## src/rtl/spi_master.sv

```systemverilog
// rtl/spi_master.sv - SPI mode-3 (CPOL=1, CPHA=1) MSB-first master, 1..32 bit frames
//
// Purpose:
//   Runs one SPI transaction per request from the sensor sequencer and
//   returns the shifted-in word, right-aligned and zero-extended.
//   Frame: CS setup, (spi_nbits+1) SCLK periods, CS hold, inter-frame gap.
//   Each phase is CLK_DIV clk_in cycles long.
//
// Parameters:
//   CLK_DIV        SCLK half-period in clk_in cycles (1..255); also sets the
//                  CS setup, CS hold and gap lengths.
//
// Optional build macro:
//   SPI_LOOPBACK_EN  when defined, rx samples the internal mosi value instead
//                    of the miso pin; pin timing is unchanged.
//
// Ports:
//   clk_in         in   1   system clock
//   rst            in   1   synchronous, active-high reset
//   spi_request    in   1   level request, sampled only while idle
//   spi_mosi_data  in   32  transmit word, right-aligned, bit spi_nbits first
//   spi_nbits      in   5   bit count minus one
//   spi_ready      out  1   idle and able to accept a request
//   spi_miso_data  out  32  received word, right-aligned, zero-extended
//   sclk           out  1   SPI clock, idles high
//   cs_n           out  1   chip select, active low
//   mosi           out  1   serial data out
//   miso           in   1   serial data in

module spi_master #(
  parameter int CLK_DIV = 4
) (
  input  logic        clk_in,
  input  logic        rst,
  input  logic        spi_request,
  input  logic [31:0] spi_mosi_data,
  input  logic [4:0]  spi_nbits,
  output logic        spi_ready,
  output logic [31:0] spi_miso_data,
  output logic        sclk,
  output logic        cs_n,
  output logic        mosi,
  input  logic        miso
);

  localparam logic [7:0] DIV_LAST = 8'(CLK_DIV - 1);

  typedef enum logic [2:0] {
    S_IDLE,
    S_CS_SETUP,
    S_SCK_LOW,
    S_SCK_HIGH,
    S_CS_HOLD,
    S_GAP
  } state_t;

  state_t      state_q, state_d;
  logic [7:0]  cnt_q, cnt_d;
  logic [4:0]  bit_q, bit_d;
  logic [31:0] tx_q, tx_d;
  logic [31:0] rx_q, rx_d;
  logic        ready_q, ready_d;
  logic [31:0] miso_data_q, miso_data_d;
  logic        sclk_q, sclk_d;
  logic        cs_n_q, cs_n_d;
  logic        mosi_q, mosi_d;

  logic        rx_in;
  logic        phase_last;

`ifdef SPI_LOOPBACK_EN
  // mosi_q holds the bit currently on the wire throughout SCK_LOW, so the
  // rising-edge capture sees exactly what was transmitted.
  logic unused_miso;
  assign unused_miso = miso;
  assign rx_in       = mosi_q;
`else
  assign rx_in       = miso;
`endif

  // Every non-idle phase lasts CLK_DIV cycles; the state changes on the
  // edge where the phase counter reaches its last value.
  assign phase_last = (cnt_q == DIV_LAST);

  always_comb begin
    state_d     = state_q;
    cnt_d       = 8'd0;
    bit_d       = bit_q;
    tx_d        = tx_q;
    rx_d        = rx_q;
    ready_d     = ready_q;
    miso_data_d = miso_data_q;
    sclk_d      = sclk_q;
    cs_n_d      = cs_n_q;
    mosi_d      = mosi_q;

    if (state_q != S_IDLE && !phase_last) begin
      cnt_d = cnt_q + 8'd1;
    end

    case (state_q)
      S_IDLE: begin
        if (spi_request) begin
          tx_d    = spi_mosi_data;
          bit_d   = spi_nbits;
          rx_d    = 32'd0;
          cs_n_d  = 1'b0;
          ready_d = 1'b0;
          state_d = S_CS_SETUP;
        end
      end

      S_CS_SETUP: begin
        if (phase_last) begin
          sclk_d  = 1'b0;
          mosi_d  = tx_q[bit_q];
          state_d = S_SCK_LOW;
        end
      end

      S_SCK_LOW: begin
        if (phase_last) begin
          sclk_d  = 1'b1;
          rx_d    = {rx_q[30:0], rx_in};
          state_d = S_SCK_HIGH;
        end
      end

      S_SCK_HIGH: begin
        if (phase_last) begin
          if (bit_q == 5'd0) begin
            state_d = S_CS_HOLD;
          end else begin
            // mosi only moves on the falling SCLK edge, away from capture.
            bit_d   = bit_q - 5'd1;
            sclk_d  = 1'b0;
            mosi_d  = tx_q[bit_q - 5'd1];
            state_d = S_SCK_LOW;
          end
        end
      end

      S_CS_HOLD: begin
        if (phase_last) begin
          cs_n_d  = 1'b1;
          mosi_d  = 1'b0;
          state_d = S_GAP;
        end
      end

      S_GAP: begin
        if (phase_last) begin
          // Result and ready are published together so the result is
          // stable for the whole time ready is high.
          miso_data_d = rx_q;
          ready_d     = 1'b1;
          state_d     = S_IDLE;
        end
      end

      default: begin
        state_d = S_IDLE;
      end
    endcase
  end

  always_ff @(posedge clk_in) begin
    if (rst) begin
      state_q     <= S_IDLE;
      cnt_q       <= 8'd0;
      bit_q       <= 5'd0;
      tx_q        <= 32'd0;
      rx_q        <= 32'd0;
      ready_q     <= 1'b1;
      miso_data_q <= 32'd0;
      sclk_q      <= 1'b1;
      cs_n_q      <= 1'b1;
      mosi_q      <= 1'b0;
    end else begin
      state_q     <= state_d;
      cnt_q       <= cnt_d;
      bit_q       <= bit_d;
      tx_q        <= tx_d;
      rx_q        <= rx_d;
      ready_q     <= ready_d;
      miso_data_q <= miso_data_d;
      sclk_q      <= sclk_d;
      cs_n_q      <= cs_n_d;
      mosi_q      <= mosi_d;
    end
  end

  assign spi_ready     = ready_q;
  assign spi_miso_data = miso_data_q;
  assign sclk          = sclk_q;
  assign cs_n          = cs_n_q;
  assign mosi          = mosi_q;

endmodule

```

## config.mk

```make
export PLATFORM = sky130hd
export DESIGN_NAME = spi_master
export DESIGN_NICKNAME = d
export VERILOG_FILES = /design/src/rtl/spi_master.sv
export SDC_FILE = /design/constraint.sdc
export NUM_CORES = 1
export LEC_CHECK = 0
export ABC_CLOCK_PERIOD_IN_PS = 2500
export CAP_MARGIN = 20
export CORE_ASPECT_RATIO = 1.25
export CORE_MARGIN = 5
export CORE_UTILIZATION = 40
export CTS_CLUSTER_SIZE = 20
export DETAILED_ROUTE_END_ITERATION = 16
export DONT_BUFFER_PORTS = 1
export GPL_ROUTABILITY_DRIVEN = 0
export GPL_TIMING_DRIVEN = 0
export SYNTH_ARGS = -nofsm -noshare
export SYNTH_HDL_FRONTEND = slang
export SYNTH_SLANG_ARGS = --single-unit
```

## constraint.sdc

```tcl
create_clock -name clk_in -period 2.5 [get_ports clk_in]
set_input_delay 0.5 -clock clk_in [delete_from_list [all_inputs] [get_ports clk_in]]
set_output_delay 0.5 -clock clk_in [all_outputs]
set_load 0.02 [all_outputs]
```

Word-level counts from Yosys, hierarchy flattened
Index checks and enable logic that the tools add are counted.
Storage, ports and cells
  register bits: 116
  input bits: 41
  logic and storage cells: 80
Cells by class
  add/sub/neg operators: 2
  magnitude comparators: 2
  equal/unequal tests: 13
  multiplexer cells: 31
  bitwise operators: 1
  reduce and logical (&&, ||, !) cells: 21
Operator list (count)
  $mux W32: 2
  $pmux W32 S2: 1
  $mux W3: 7
  $pmux W3 S6: 1
  $mux W5: 3
  $ne A2 B2 Y1 const B: 7
  $lt A5 B6 Y1 const B: 2
  $bmux W1 S5: 2
  $mux W1: 10
  $pmux W5 S2: 1
  $reduce_and A5 Y1: 2
  $reduce_and A3 Y1: 3
  $reduce_bool A3 Y1: 3
  $add A8 B1 Y8 const B: 1
  $eq A8 B2 Y1 const B: 1
  $reduce_bool A2 Y1: 4
  $eq A3 B2 Y1 const B: 2
  $eq A3 B3 Y1 const B: 2
  $pmux W1 S3: 2
  $reduce_and A6 Y1: 1
  $logic_not A5 Y1: 1
  $sub A5 B1 Y5 const B: 1
  $pmux W1 S2: 2
  $reduce_and A2 Y1: 2
  7 further kinds: 7

Logic depth before layout (Yosys ltp)
Gate-level depths: netlist (run 1).
  word-level depth: 6
  mapped depth: 9
  depth with buffers taken out: 8

Worst setup path before layout (run 1)
OpenSTA, ideal clock, no wires.
  kind: register -> register
  start: register bit_q[1]
  end: register mosi_q (netlist: mosi)
  arrival time: 2300 ps
  required time: 2376 ps
  path slack: 76 ps
  stages on the path, launching flop included: 10
  clock period less this slack: 2424 ps
  cell sequence: dfxtp_1 -> buf_4 -> inv_1 -> ha_1 -> xnor2_1 -> mux4_2 -> nand2_1 -> nand2_1 -> o31ai_1 -> o31ai_1
Between the ends
  longest elaborated chain between the ends: 6
  elaborated cells between the ends (all ways): 12
  those cells by class: add/sub (1); eq/ne (1); mux (8); reduce/logical (2)
Ends and longest elaborated chain
  from (decl): line 59  | logic [4:0] bit_q, bit_d;
  from (signal assigned): line 182  | bit_q <= bit_d;
  $sub A5 B1 Y5: line 137  | mosi_d = tx_q[bit_q - 5'd1];
  $bmux W1 S5: line 137
  $mux W1 (not written as such): line 137
  $mux W1: line 131  | if (bit_q == 5'd0) begin
  $mux W1: line 130  | if (phase_last) begin
  $pmux W1 S3: line 101  | case (state_q)
  to (signal assigned): line 189  | mosi_q <= mosi_d;
  to (decl): line 66  | logic mosi_q, mosi_d;
Parallel ways exist; a longest one is shown, timed or not. The select of a mux whose other input is x is not followed.
A chain may end at the register's enable or synchronous reset.

Final worst setup path (run 1)
  start: register bit_q[0]
  end: register bit_q[4]
Between the ends
  longest elaborated chain between the ends: 4
  elaborated cells between the ends (all ways): 7
  those cells by class: add/sub (1); eq/ne (1); mux (3); reduce/logical (2)
Ends and longest elaborated chain
  $sub A5 B1 Y5: line 135  | bit_d = bit_q - 5'd1;
  $mux W5: line 131
  $mux W5: line 130
  $pmux W5 S2: line 101
Parallel ways exist; a longest one is shown, timed or not. The select of a mux whose other input is x is not followed.

==> summary.txt, run 1 <==
Outcome
  – Status: completed

Power
  – Internal power: ~3.5 mW
  – Switching share of power: 24.7%
  – Power density relative to cell area: 773 nW/um2
  – Leakage component of the power: 2.03 nW
  – Net switching power: 1.15 mW
  – Logic gate share of total power: 7.9%
  – Share of total power in the clock network: 50.7%
  – Sequential Power Share: 41.4%
  – Worst-case vdd ir drop: 0.410 mV

Worst setup path
  – Arrival time worst endpoint: roughly 2.6 ns
  – CP Buf/Inv Count: 1
  – Required time at the worst-slack endpoint: 2.79 ns
  – Cell at the slowest stage of the critical path: sky130_fd_sc_hd__nor4b_1
  – R2r setup slk: 0.15 ns
  – Sequence of cells on the critical path: inv_1, ha_4, nor4b_1, o21ai_0, o21ai_2, mux2i_1, nor2_1
  – Critical path start-end classification: reg2reg
  – Worst flop-to-flop path endpoint: bit_q[4]
  – Slowest Stage Delay on Critical Path: 0.67 ns
  – Cell class contributing the biggest share of worst-path delay: simple AND/OR/NAND/NOR gates
  – Crit path launch type: flip-flop
  – Crit end category: flip-flop
  – Startpoint of the lowest-slack register-to-register path: bit_q[0]
  – Worst Path Max Fanout: 8
  – Cell depth of the worst flop-to-flop path: 7

Timing
  – Setup repair after global routing missed its margin: false
  – Relative max-transition margin: 44.1%
  – Worst clock skew on the final layout: 0.00528 ns
  – Worst-case setup margin in the final layout: roughly 0.15 ns
  – Final critical-path share of the clock period: 93.9%
  – Total of endpoints with negative setup slack in the final report: 0
  – Transition time of the tightest slew-check pin: about 0.83 ns
  – Highest clock rate: approximately 430 MHz
  – Total negative slack for setup checks: 0 ns
  – Number of hold violations in the final report: 0
  – Final Max Tran Viols: 0
  – Post-layout minimum cycle time: 2.35 ns

Placed design
  – Half-perimeter wire length after placement: 9380 um
  – Cell area after placement: 5400 um2
  – Port Buffers: 0
  – DP Worst Slack: -0.424 ns

Global route
  – Global Route Usage Sum: ~17%
  – Number of global-route vias before repair: 4288
  – Number of antenna violations at the first check in global routing: 0
  – Final global-route overflow total: 0
  – First-pass GRT wire length: 21100 um
  – Largest net degree at the start of global routing: 17

Yosys
  – Number of unique standard cell types used by synthesis: 52
  – Synth Instances: 607
  – Post-synthesis instance area: slightly above 5000 um2
  – Number of warnings reported in the yosys synthesis log: 0
  – Most used flip-flop cell after synthesis: sky130_fd_sc_hd__dfxtp_1
  – Cell types occupying the most area after synthesis: sky130_fd_sc_hd__dfxtp_1, sky130_fd_sc_hd__nand2_1, sky130_fd_sc_hd__a21oi_1, sky130_fd_sc_hd__mux4_2, sky130_fd_sc_hd__a21oi_2
  – Area leader, netlist: sky130_fd_sc_hd__dfxtp_1
  – Register area share after synthesis: 44.7%
  – Share of flip-flops with an asynchronous set or reset: 0%
  – EDFF count, synth: 0
  – Average footprint of a synthesized cell: 8.55 um2
  – Synthesized Nets: 651
  – Register bit total from synthesis: roughly 120
  – Synth top area share: 44.7%

Cells and area
  – Diodes inserted: 0
  – Layout-stage area growth over the synthesis result: 16.2%
  – Finished Cell Area: around 6000 um2
  – Number of nets in the finished design: between 600 and 700
  – Most common cell after layout, fill and taps aside: sky130_fd_sc_hd__nand2_1
  – Leading cell types in the layout, fill and taps excluded: sky130_fd_sc_hd__nand2_1, sky130_fd_sc_hd__dfxtp_1, sky130_fd_sc_hd__a21oi_1
  – Ratio of cells with drive above 1 in the final layout: 18.1%

Floorplan
  – Total die area: between 15000 and 20000 um2
  – Cell row count: 46
  – Effective utilization at floorplan: 40.8%
  – Die height: 137 um
  – Boundary pin count: just under 80
  – Die width: 112 um
  – Area of the core region: between 10000 and 15000 um2

Min path
  – Hold Crit Class: in2reg
  – Endpoint with the worst hold slack: tx_q[31]
  – Start point of the worst min-delay path: spi_mosi_data[31]
  – Hold-critical path depth: 2

Detailed routing
  – Wire length per cell: 16.1 um
  – TritonRoute pass-1 iters: 4
  – DR vias/cell: 5.28
  – Number of remaining DRC errors: 0
  – Remaining antenna violation count after routing: 0
  – Iteration-0 DRC Markers: 267
  – Routed via count: 4263
  – Detailed-route wire length: between 10000 and 15000 um

Clock tree
  – Master cell of the clock root buffer: sky130_fd_sc_hd__clkbuf_16
  – Number of levels in the clock H-tree: 4
  – Clock tree from TritonCTS: yes
  – Number of clock sinks seen by CTS: 116
  – Clk pin slew, worst setup/hold paths: about 0.06 ns
  – Clock Tree Buf Depth: 2
  – Clock latency reported for the late side of the worst-skew pair: 0.42 ns
  – Cts bufs inserted: 17

Flow run
  – Number of maximum-capacitance constraint violations: 0
## kinds of logic after synthesis
group                    Yosys count  synth area share [%]
XOR/XNOR                           7                  1.18
AO/OA/AOI/OAI                    131                  15.8
flip-flops                       116                  44.7
multiplexers                      25                  8.48
buffers and inverters             51                  5.50
AND/OR/NAND/NOR                  274                  23.6
adder cells (fa/ha/maj)            3                 0.723
## power groups by stage
| stage | clock (mW) | sequential [mW] | combinational [mW] |
|---|---|---|---|
| 4_1_cts | 2.42 | 1.93 | 0.364 |
| 5_1_grt | 2.52 | 1.93 | 0.404 |
| 3_5_place_dp | 0 | 1.97 | 0.346 |
| 6_report | 2.37 | 1.93 | 0.368 |
| 3_3_place_gp | 0 | 1.97 | 0.338 |
| 2_1_floorplan | 0 | 1.96 | 0.272 |
## Yosys cell counts, types with 4 or more instances
| cell type | instances |
|---|---|
| sky130_fd_sc_hd__nand2_1 | 176 |
| sky130_fd_sc_hd__dfxtp_1 | 116 |
| sky130_fd_sc_hd__a21oi_1 | 77 |
| sky130_fd_sc_hd__nand3_1 | 41 |
| sky130_fd_sc_hd__a21oi_2 | 30 |
| sky130_fd_sc_hd__clkbuf_1 | 23 |
| sky130_fd_sc_hd__nor2_1 | 23 |
| sky130_fd_sc_hd__mux4_2 | 15 |
| sky130_fd_sc_hd__buf_6 | 8 |
| sky130_fd_sc_hd__mux2i_1 | 8 |
| sky130_fd_sc_hd__buf_2 | 7 |
| sky130_fd_sc_hd__o21ai_0 | 7 |
| sky130_fd_sc_hd__inv_1 | 6 |
| sky130_fd_sc_hd__nand2b_1 | 6 |
| sky130_fd_sc_hd__xor2_1 | 5 |
| sky130_fd_sc_hd__nor3_1 | 4 |
## layer usage
layer	track usage [%]	part of all wire (%)	vias up	wire, um
li1	-	-	2108	-
met1	18.8	40	2034	5180
met2	30.7	52	102	6780
met3	6.68	5.9	19	766
met4	6.49	1.9	0	243
met5	0	0	-	0
## flip-flops by register name, summed over array words and instances (netlist names)
register       count
mosi               1
sclk               1
state_q            3
cnt_q              8
bit_q              5
spi_miso_data     32
spi_ready          1
tx_q              32
rx_q              32
cs_n               1
## layout make-up
type,instances,area [um2]
plain buffers,44,263
clock buffers,17,425
clock inverters,15,156
fillers,1230,6690
inverters,6,22.5
multi-input cells,440,2620
flip-flops and latches,116,2320
well taps,168,210
repair buffers,2,15.0
## timing repair
| item | CTS | global route |
|---|---|---|
| buffers inserted | 2 | 0 |
| gates resized for setup | 3 | 3 |
| pin swaps | 1 | 0 |
| gates cloned | 0 | 0 |
| hold buffers | 0 | 0 |
| setup endpoints to repair | 1 | 2 |
## per-stage QoR
stage / power, mW / utilization (%) / hold slack, ns / cells
after floorplan: 2.23 / - / 0.432 / 607
after global routing: 4.85 / 47.4 / 0.195 / 808
after CTS: 4.71 / 47.3 / 0.195 / 808
after global placement: 2.30 / 42.5 / 0.443 / 775
after detailed placement: 2.31 / 42.5 / 0.451 / 775
final: 4.66 / 47.4 / 0.213 / 808
## worst reg2reg max path, stage by stage, from the launching register on
cell                      delay (ns)
sky130_fd_sc_hd__dfxtp_1        0.36
sky130_fd_sc_hd__inv_1          0.30
sky130_fd_sc_hd__ha_4           0.18
sky130_fd_sc_hd__nor4b_1        0.67
sky130_fd_sc_hd__o21ai_0        0.20
sky130_fd_sc_hd__o21ai_2        0.20
sky130_fd_sc_hd__mux2i_1        0.25
sky130_fd_sc_hd__nor2_1         0.05
## worst max path at each step
stage	to	from	cells after the start
3_5_place_dp	mosi	bit_q[1]	9
2_1_floorplan	mosi	bit_q[1]	9
4_1_cts	mosi	bit_q[1]	9
6_report	bit_q[4]	bit_q[0]	7
5_1_grt	bit_q[3]	bit_q[0]	7
3_3_place_gp	mosi	bit_q[0]	8
(Power assumes the default switching activity.)
==> inputs of run 2 (changes only) <==
- CTS_BUF_LIST: default -> sky130_fd_sc_hd__clkbuf_2 sky130_fd_sc_hd__clkbuf_4 sky130_fd_sc_hd__clkbuf_8
==> run 2 against run 1 <==
Critical path depth is the same. Core utilization down 1.5 points. Wire length decreased by 0.16%. Hold slack worse by 0.025 ns. Critical endpoint unchanged.
==> summary.txt, run 2 (synthesis results as in run 1) <==
Floorplan
  – Die height: 137 um (unchanged)
  – Die width: 112 um (unchanged)
  – Cell row count: 46 (unchanged)
  – Boundary pin count: 77 (unchanged)
  – Total die area: 15400 um2 (unchanged)
  – Area of the core region: 12700 um2 (unchanged)
  – Effective utilization at floorplan: 40.8% (unchanged)

Detailed routing
  – Wire length per cell: 16.0 um (was 16.1 um)
  – DR vias/cell: 5.30 (was 5.28)
  – Iteration-0 DRC Markers: 264 (was 267)
  – TritonRoute pass-1 iters: 5 (was 4)
  – Detailed-route wire length: 13000 um (about the same)
  – Remaining antenna violation count after routing: 0 (unchanged)
  – Number of remaining DRC errors: 0 (unchanged)
  – Routed via count: 4284 (was 4263)

Worst setup path
  – Critical path start-end classification: reg2reg (unchanged)
  – Required time at the worst-slack endpoint: 2.81 ns (was 2.79 ns)
  – Arrival time worst endpoint: 2.62 ns (was 2.64 ns)
  – Worst Path Max Fanout: 8 (unchanged)
  – Crit end category: flip-flop (unchanged)
  – Crit path launch type: flip-flop (unchanged)

Placed design
  – DP Worst Slack: -0.424 ns (unchanged)
  – Half-perimeter wire length after placement: 9380 um (unchanged)
  – Port Buffers: 0 (unchanged)
  – Cell area after placement: 5400 um2 (unchanged)

Cells and area
  – Ratio of cells with drive above 1 in the final layout: 18.1% (unchanged)
  – Leading cell types in the layout, fill and taps excluded: sky130_fd_sc_hd__nand2_1, sky130_fd_sc_hd__dfxtp_1, sky130_fd_sc_hd__a21oi_1 (unchanged)
  – Diodes inserted: 0 (unchanged)
  – Number of nets in the finished design: 671 (unchanged)
  – Core occupancy in the finished layout: 45.9% (was 47.4%)
  – Layout-stage area growth over the synthesis result: 12.5% (was 16.2%)
  – Finished Cell Area: 5840 um2 (was 6030 um2)
  – Most common cell after layout, fill and taps aside: sky130_fd_sc_hd__nand2_1 (unchanged)

Clock tree
  – Clock latency reported for the late side of the worst-skew pair: 0.44 ns (was 0.42 ns)
  – Master cell of the clock root buffer: sky130_fd_sc_hd__clkbuf_8 (was sky130_fd_sc_hd__clkbuf_16)
  – Clk pin slew, worst setup/hold paths: 0.07 ns (was 0.06 ns)
  – Number of levels in the clock H-tree: 4 (unchanged)
  – Hold_buf cts: 0 (unchanged)
  – Clock Tree Buf Depth: 2 (unchanged)
  – Number of clock sinks seen by CTS: 116 (unchanged)
  – Cts bufs inserted: 17 (unchanged)
  – Clock tree from TritonCTS: yes (unchanged)

Power
  – Worst-case vdd ir drop: 0.323 mV (was 0.410 mV)
  – Leakage component of the power: 1.95 nW (was 2.03 nW)
  – Final Power: 3.99 mW (was 4.66 mW)
  – Power density relative to cell area: 684 nW/um2 (was 773 nW/um2)

Timing
  – Post-layout minimum cycle time: 2.31 ns (was 2.35 ns)
  – Final critical-path share of the clock period: 92.4% (was 93.9%)
  – Highest clock rate: 433 MHz (was 426 MHz)
  – Final Max Tran Viols: 0 (unchanged)
  – Transition time of the tightest slew-check pin: 0.773 ns (was 0.827 ns)
  – Worst clock skew on the final layout: 0.00749 ns (was 0.00528 ns)
  – Number of hold violations in the final report: 0 (unchanged)
  – Worst-case setup margin in the final layout: 0.190 ns (was 0.152 ns)
  – Setup repair after global routing missed its margin: false (unchanged)
  – Total of endpoints with negative setup slack in the final report: 0 (unchanged)
  – Relative max-transition margin: 47.8% (was 44.1%)

Global route
  – Number of global-route vias before repair: 4291 (was 4288)
  – Final global-route overflow total: 0 (unchanged)
  – Largest net degree at the start of global routing: 17 (unchanged)
  – Global Route Usage Sum: 17.3% (about the same)
  – Number of antenna violations at the first check in global routing: 0 (unchanged)
  – First-pass GRT wire length: 21100 um (unchanged)

Flow run
  – Number of maximum-capacitance constraint violations: 0 (unchanged)

Min path
  – Hold Crit Class: in2reg (unchanged)

Outcome
  – Status: completed (unchanged)
## run 2: timing repair
item                       4_1_cts  5_1_grt
setup buffers                    2        0
pin swaps                        1        0
setup endpoints to repair        1        2
resized for setup                3        3
## run 2: per-stage QoR
step           std cells  setup TNS, ns  hold WS (ns)
5_1_grt              808              0         0.142
3_3_place_gp         775         -0.406         0.443
6_report             808              0         0.188
4_1_cts              808              0         0.154
2_1_floorplan        607              0         0.432
3_5_place_dp         775         -0.424         0.451
## run 2: worst max-delay path: stages (launching register included)
cell and delay (ns):
sky130_fd_sc_hd__dfxtp_1 0.37, sky130_fd_sc_hd__inv_1 0.30, sky130_fd_sc_hd__ha_4 0.18, sky130_fd_sc_hd__nor4b_1 0.63, sky130_fd_sc_hd__o21ai_0 0.20, sky130_fd_sc_hd__o21ai_2 0.20, sky130_fd_sc_hd__mux2i_1 0.25, sky130_fd_sc_hd__nor2_1 0.05
## run 2: per-layer routing
layer	GRT usage, %	routed length (um)	vias to the layer above
met3	6.94	785	21
met1	18.7	5130	2036
met2	30.8	6810	115
li1	-	-	2112
met5	0	0	-
met4	6.29	221	0
## run 2: where the power goes
group          internal, mW  switching, mW
Clock                 0.890          0.806
Combinational         0.150          0.220
Sequential             1.89         0.0387
## run 2: path summary, 6_finish.rpt
kind | startpoint | end | slack [ns] | cells past startpoint
setup / recovery | bit_q[0] | bit_q[4] | 0.19 | 7
hold reg to reg | rx_q[31] | rx_q[31] | 0.46 | 2
hold / removal | spi_mosi_data[16] | tx_q[16] | 0.19 | 2
setup reg to reg | bit_q[0] | bit_q[4] | 0.19 | 7
## run 2: final cells by class
cell class | count | area (um2)
Fill cell | 1253 | 6880
Multi-Input combinational cell | 440 | 2620
Sequential cell | 116 | 2320
Buffer | 44 | 263
Clock buffer | 17 | 234
Tap cell | 168 | 210
Clock inverter | 15 | 156
Inverter | 6 | 22.5
Timing Repair Buffer | 2 | 15.0
==> inputs of run 3 (changes only) <==
- GPL_TIMING_DRIVEN: 0 -> 1
==> run 3 against run 2 <==
Wire length shrank 9.2%. First-iteration DRC count shrank 41%. Largest cell class unchanged. Sequential share of layout area grew 0.70 points. Clock skew grew 0.0052 ns. Hold slack lost 0.020 ns. Total power grew 3.3%.
==> summary.txt, run 3 (synthesis results as in run 1) <==
Floorplan
  – Total die area: 15400 um2 (unchanged)
  – Boundary pin count: 77 (unchanged)
  – Effective utilization at floorplan: 40.8% (unchanged)
  – Area of the core region: 12700 um2 (unchanged)
  – Die width: 112 um (unchanged)
  – Die height: 137 um (unchanged)
  – Cell row count: 46 (unchanged)

Cells and area
  – Number of nets in the finished design: 643 (was 671)
  – Area taken by flip-flops and latches: 2320 um2 (unchanged)
  – FILL cells: 1249 (was 1253)
  – Most common cell after layout, fill and taps aside: sky130_fd_sc_hd__nand2_1 (unchanged)
  – Area taken by multi-input logic gates: 2600 um2 (was 2620 um2)
  – Diodes inserted: 0 (unchanged)
  – Leading cell types in the layout, fill and taps excluded: sky130_fd_sc_hd__nand2_1, sky130_fd_sc_hd__dfxtp_1, sky130_fd_sc_hd__a21oi_1 (unchanged)
  – Ratio of cells with drive above 1 in the final layout: 18.5% (was 18.1%)
  – Layout-stage area growth over the synthesis result: 10.6% (was 12.5%)

Worst setup path
  – R2r setup slk: 0.44 ns (was 0.19 ns)
  – Crit end category: flip-flop (unchanged)
  – Critical path start-end classification: reg2reg (unchanged)
  – Setup crit end: rx_q[20] (was bit_q[4])
  – Crit path launch type: flip-flop (unchanged)
  – Worst setup path start: cnt_q[4] (was bit_q[0])
  – Arrival time worst endpoint: 2.40 ns (was 2.62 ns)
  – Required time at the worst-slack endpoint: 2.84 ns (was 2.81 ns)
  – Worst Path Max Fanout: 32 (was 8)
  – Worst flop-to-flop path endpoint: rx_q[20] (was bit_q[4])
  – Cell depth of the worst flop-to-flop path: 7 (unchanged)
  – Startpoint of the lowest-slack register-to-register path: cnt_q[4] (was bit_q[0])

Placed design
  – Port Buffers: 0 (unchanged)
  – Half-perimeter wire length after placement: 7980 um (was 9380 um)

Timing
  – Number of hold violations in the final report: 0 (unchanged)
  – Transition time of the tightest slew-check pin: 0.523 ns (was 0.773 ns)
  – Setup repair after global routing missed its margin: false (unchanged)
  – Total of endpoints with negative setup slack in the final report: 0 (unchanged)
  – Post-layout minimum cycle time: 2.06 ns (was 2.31 ns)
  – Relative max-transition margin: 65.1% (was 47.8%)
  – Minimum hold slack: 0.168 ns (was 0.188 ns)
  – Highest clock rate: 484 MHz (was 433 MHz)
  – Final Max Tran Viols: 0 (unchanged)
  – Worst clock skew on the final layout: 0.0127 ns (was 0.00749 ns)
  – Total negative slack for setup checks: 0 ns (unchanged)
  – Final critical-path share of the clock period: 82.6% (was 92.4%)

Min path
  – Hold-critical path depth: 1 (was 2)
  – Hold Crit Class: in2reg (unchanged)

Clock tree
  – Master cell of the clock root buffer: sky130_fd_sc_hd__clkbuf_8 (unchanged)
  – Cts bufs inserted: 17 (unchanged)
  – Clk pin slew, worst setup/hold paths: 0.07 ns (about the same)
  – Number of clock sinks seen by CTS: 116 (unchanged)
  – Clock latency reported for the late side of the worst-skew pair: 0.41 ns (was 0.44 ns)
  – Clock tree from TritonCTS: yes (unchanged)
  – Post-CTS setup buffer count: 0 (was 2)
  – Post-CTS resize count: 0 (was 3)
  – Clock Tree Buf Depth: 2 (unchanged)
  – Hold_buf cts: 0 (unchanged)
  – Number of levels in the clock H-tree: 4 (unchanged)

Detailed routing
  – TritonRoute pass-1 iters: 4 (was 5)
  – Met2 WL: 6150 um (was 6810 um)
  – Remaining antenna violation count after routing: 0 (unchanged)
  – Number of remaining DRC errors: 0 (unchanged)
  – Iteration-0 DRC Markers: 156 (was 264)
  – Wire length per cell: 15.1 um (was 16.0 um)
  – Detailed-route wire length: 11800 um (was 13000 um)
  – DRT met1 WL: 4910 um (was 5130 um)
  – Uppermost signal routing layer after detailed routing: met4 (unchanged)
  – DR vias/cell: 5.26 (was 5.30)
  – Routed via count: 4097 (was 4284)
  – Met3 Routed Length: 561 um (was 785 um)

Power
  – Share of total power in the clock network: 46.0% (was 42.5%)
  – Leakage component of the power: 1.90 nW (was 1.95 nW)
  – Internal power: 3.16 mW (was 2.93 mW)
  – Logic gate share of total power: 7.1% (was 9.3%)
  – Net switching power: 0.966 mW (was 1.06 mW)
  – Power density relative to cell area: 719 nW/um2 (was 684 nW/um2)
  – Switching share of power: 23.4% (was 26.6%)
  – Worst-case vdd ir drop: 0.363 mV (was 0.323 mV)
  – Sequential Power Share: 46.9% (was 48.3%)

Global route
  – Number of global-route vias before repair: 3983 (was 4291)
  – Global Route Usage Sum: 15.3% (was 17.3%)
  – Final global-route overflow total: 0 (unchanged)
  – Largest net degree at the start of global routing: 112 (was 17)
  – First-pass GRT wire length: 19300 um (was 21100 um)
  – Number of antenna violations at the first check in global routing: 0 (unchanged)

Flow run
  – Number of maximum-capacitance constraint violations: 0 (unchanged)

Outcome
  – Status: completed (unchanged)
## run 3: cell count changes in the layout (fill, tap and decap cells not counted), moves of 7 or more
cell / change
sky130_fd_sc_hd__buf_2: -7
sky130_fd_sc_hd__buf_4: +15
sky130_fd_sc_hd__buf_6: -9
sky130_fd_sc_hd__clkbuf_1: -23
## run 3: cell type report
type | count | area share, %
multi-input cells | 440 | 45.2
flip-flops and latches | 116 | 40.5
clock buffers | 19 | 4.56
well taps | 168 | 3.66
clock inverters | 12 | 3.12
repair buffers | 18 | 2.57
inverters | 6 | 0.392
## run 3: worst max-delay path, stage by stage, from the launching register on
cell	delay, ns
sky130_fd_sc_hd__dfxtp_1	0.33
sky130_fd_sc_hd__or4_4	0.55
sky130_fd_sc_hd__nor3_4	0.28
sky130_fd_sc_hd__buf_4	0.22
sky130_fd_sc_hd__nand2_4	0.06
sky130_fd_sc_hd__nand2_4	0.28
sky130_fd_sc_hd__nand3_1	0.12
sky130_fd_sc_hd__a21oi_1	0.16
## run 3: power groups by stage
stage	registers, mW	clock network, mW	logic, mW
2_1_floorplan	1.96	0	0.272
3_3_place_gp	1.97	0	0.291
3_5_place_dp	1.98	0	0.298
4_1_cts	1.93	1.95	0.299
5_1_grt	1.94	2.06	0.327
6_report	1.93	1.90	0.295
## run 3: worst min-delay path by stage
stage                  start                to  slack, ns
floorplan           rx_q[31]          rx_q[31]       0.43
global placement    rx_q[31]          rx_q[31]       0.44
detailed placement  rx_q[31]          rx_q[31]       0.44
CTS                      rst  spi_miso_data[7]       0.13
global route             rst  spi_miso_data[8]       0.11
finish                   rst  spi_miso_data[5]       0.17
## run 3: metal layers
| layer | vias up | GRT usage, % |
|---|---|---|
| li1 | 2055 | - |
| met1 | 1944 | 17.5 |
| met2 | 88 | 27.9 |
| met3 | 10 | 4.26 |
| met4 | 0 | 4.53 |
| met5 | - | 0 |
## run 3: stage by stage
| step | cell area, um2 | util (%) | setup slack (ns) | cells | total power [mW] |
|---|---|---|---|---|---|
| final | 5740 | 45.1 | 0.436 | 779 | 4.12 |
| after global routing | 5740 | 45.1 | 0.278 | 779 | 4.32 |
| after CTS | 5740 | 45.1 | 0.421 | 779 | 4.18 |
| after detailed placement | 5300 | 41.7 | 0.430 | 748 | 2.27 |
| after global placement | 5300 | 41.7 | 0.457 | 748 | 2.27 |
| after floorplan | 5190 | - | 0.0762 | 607 | 2.23 |
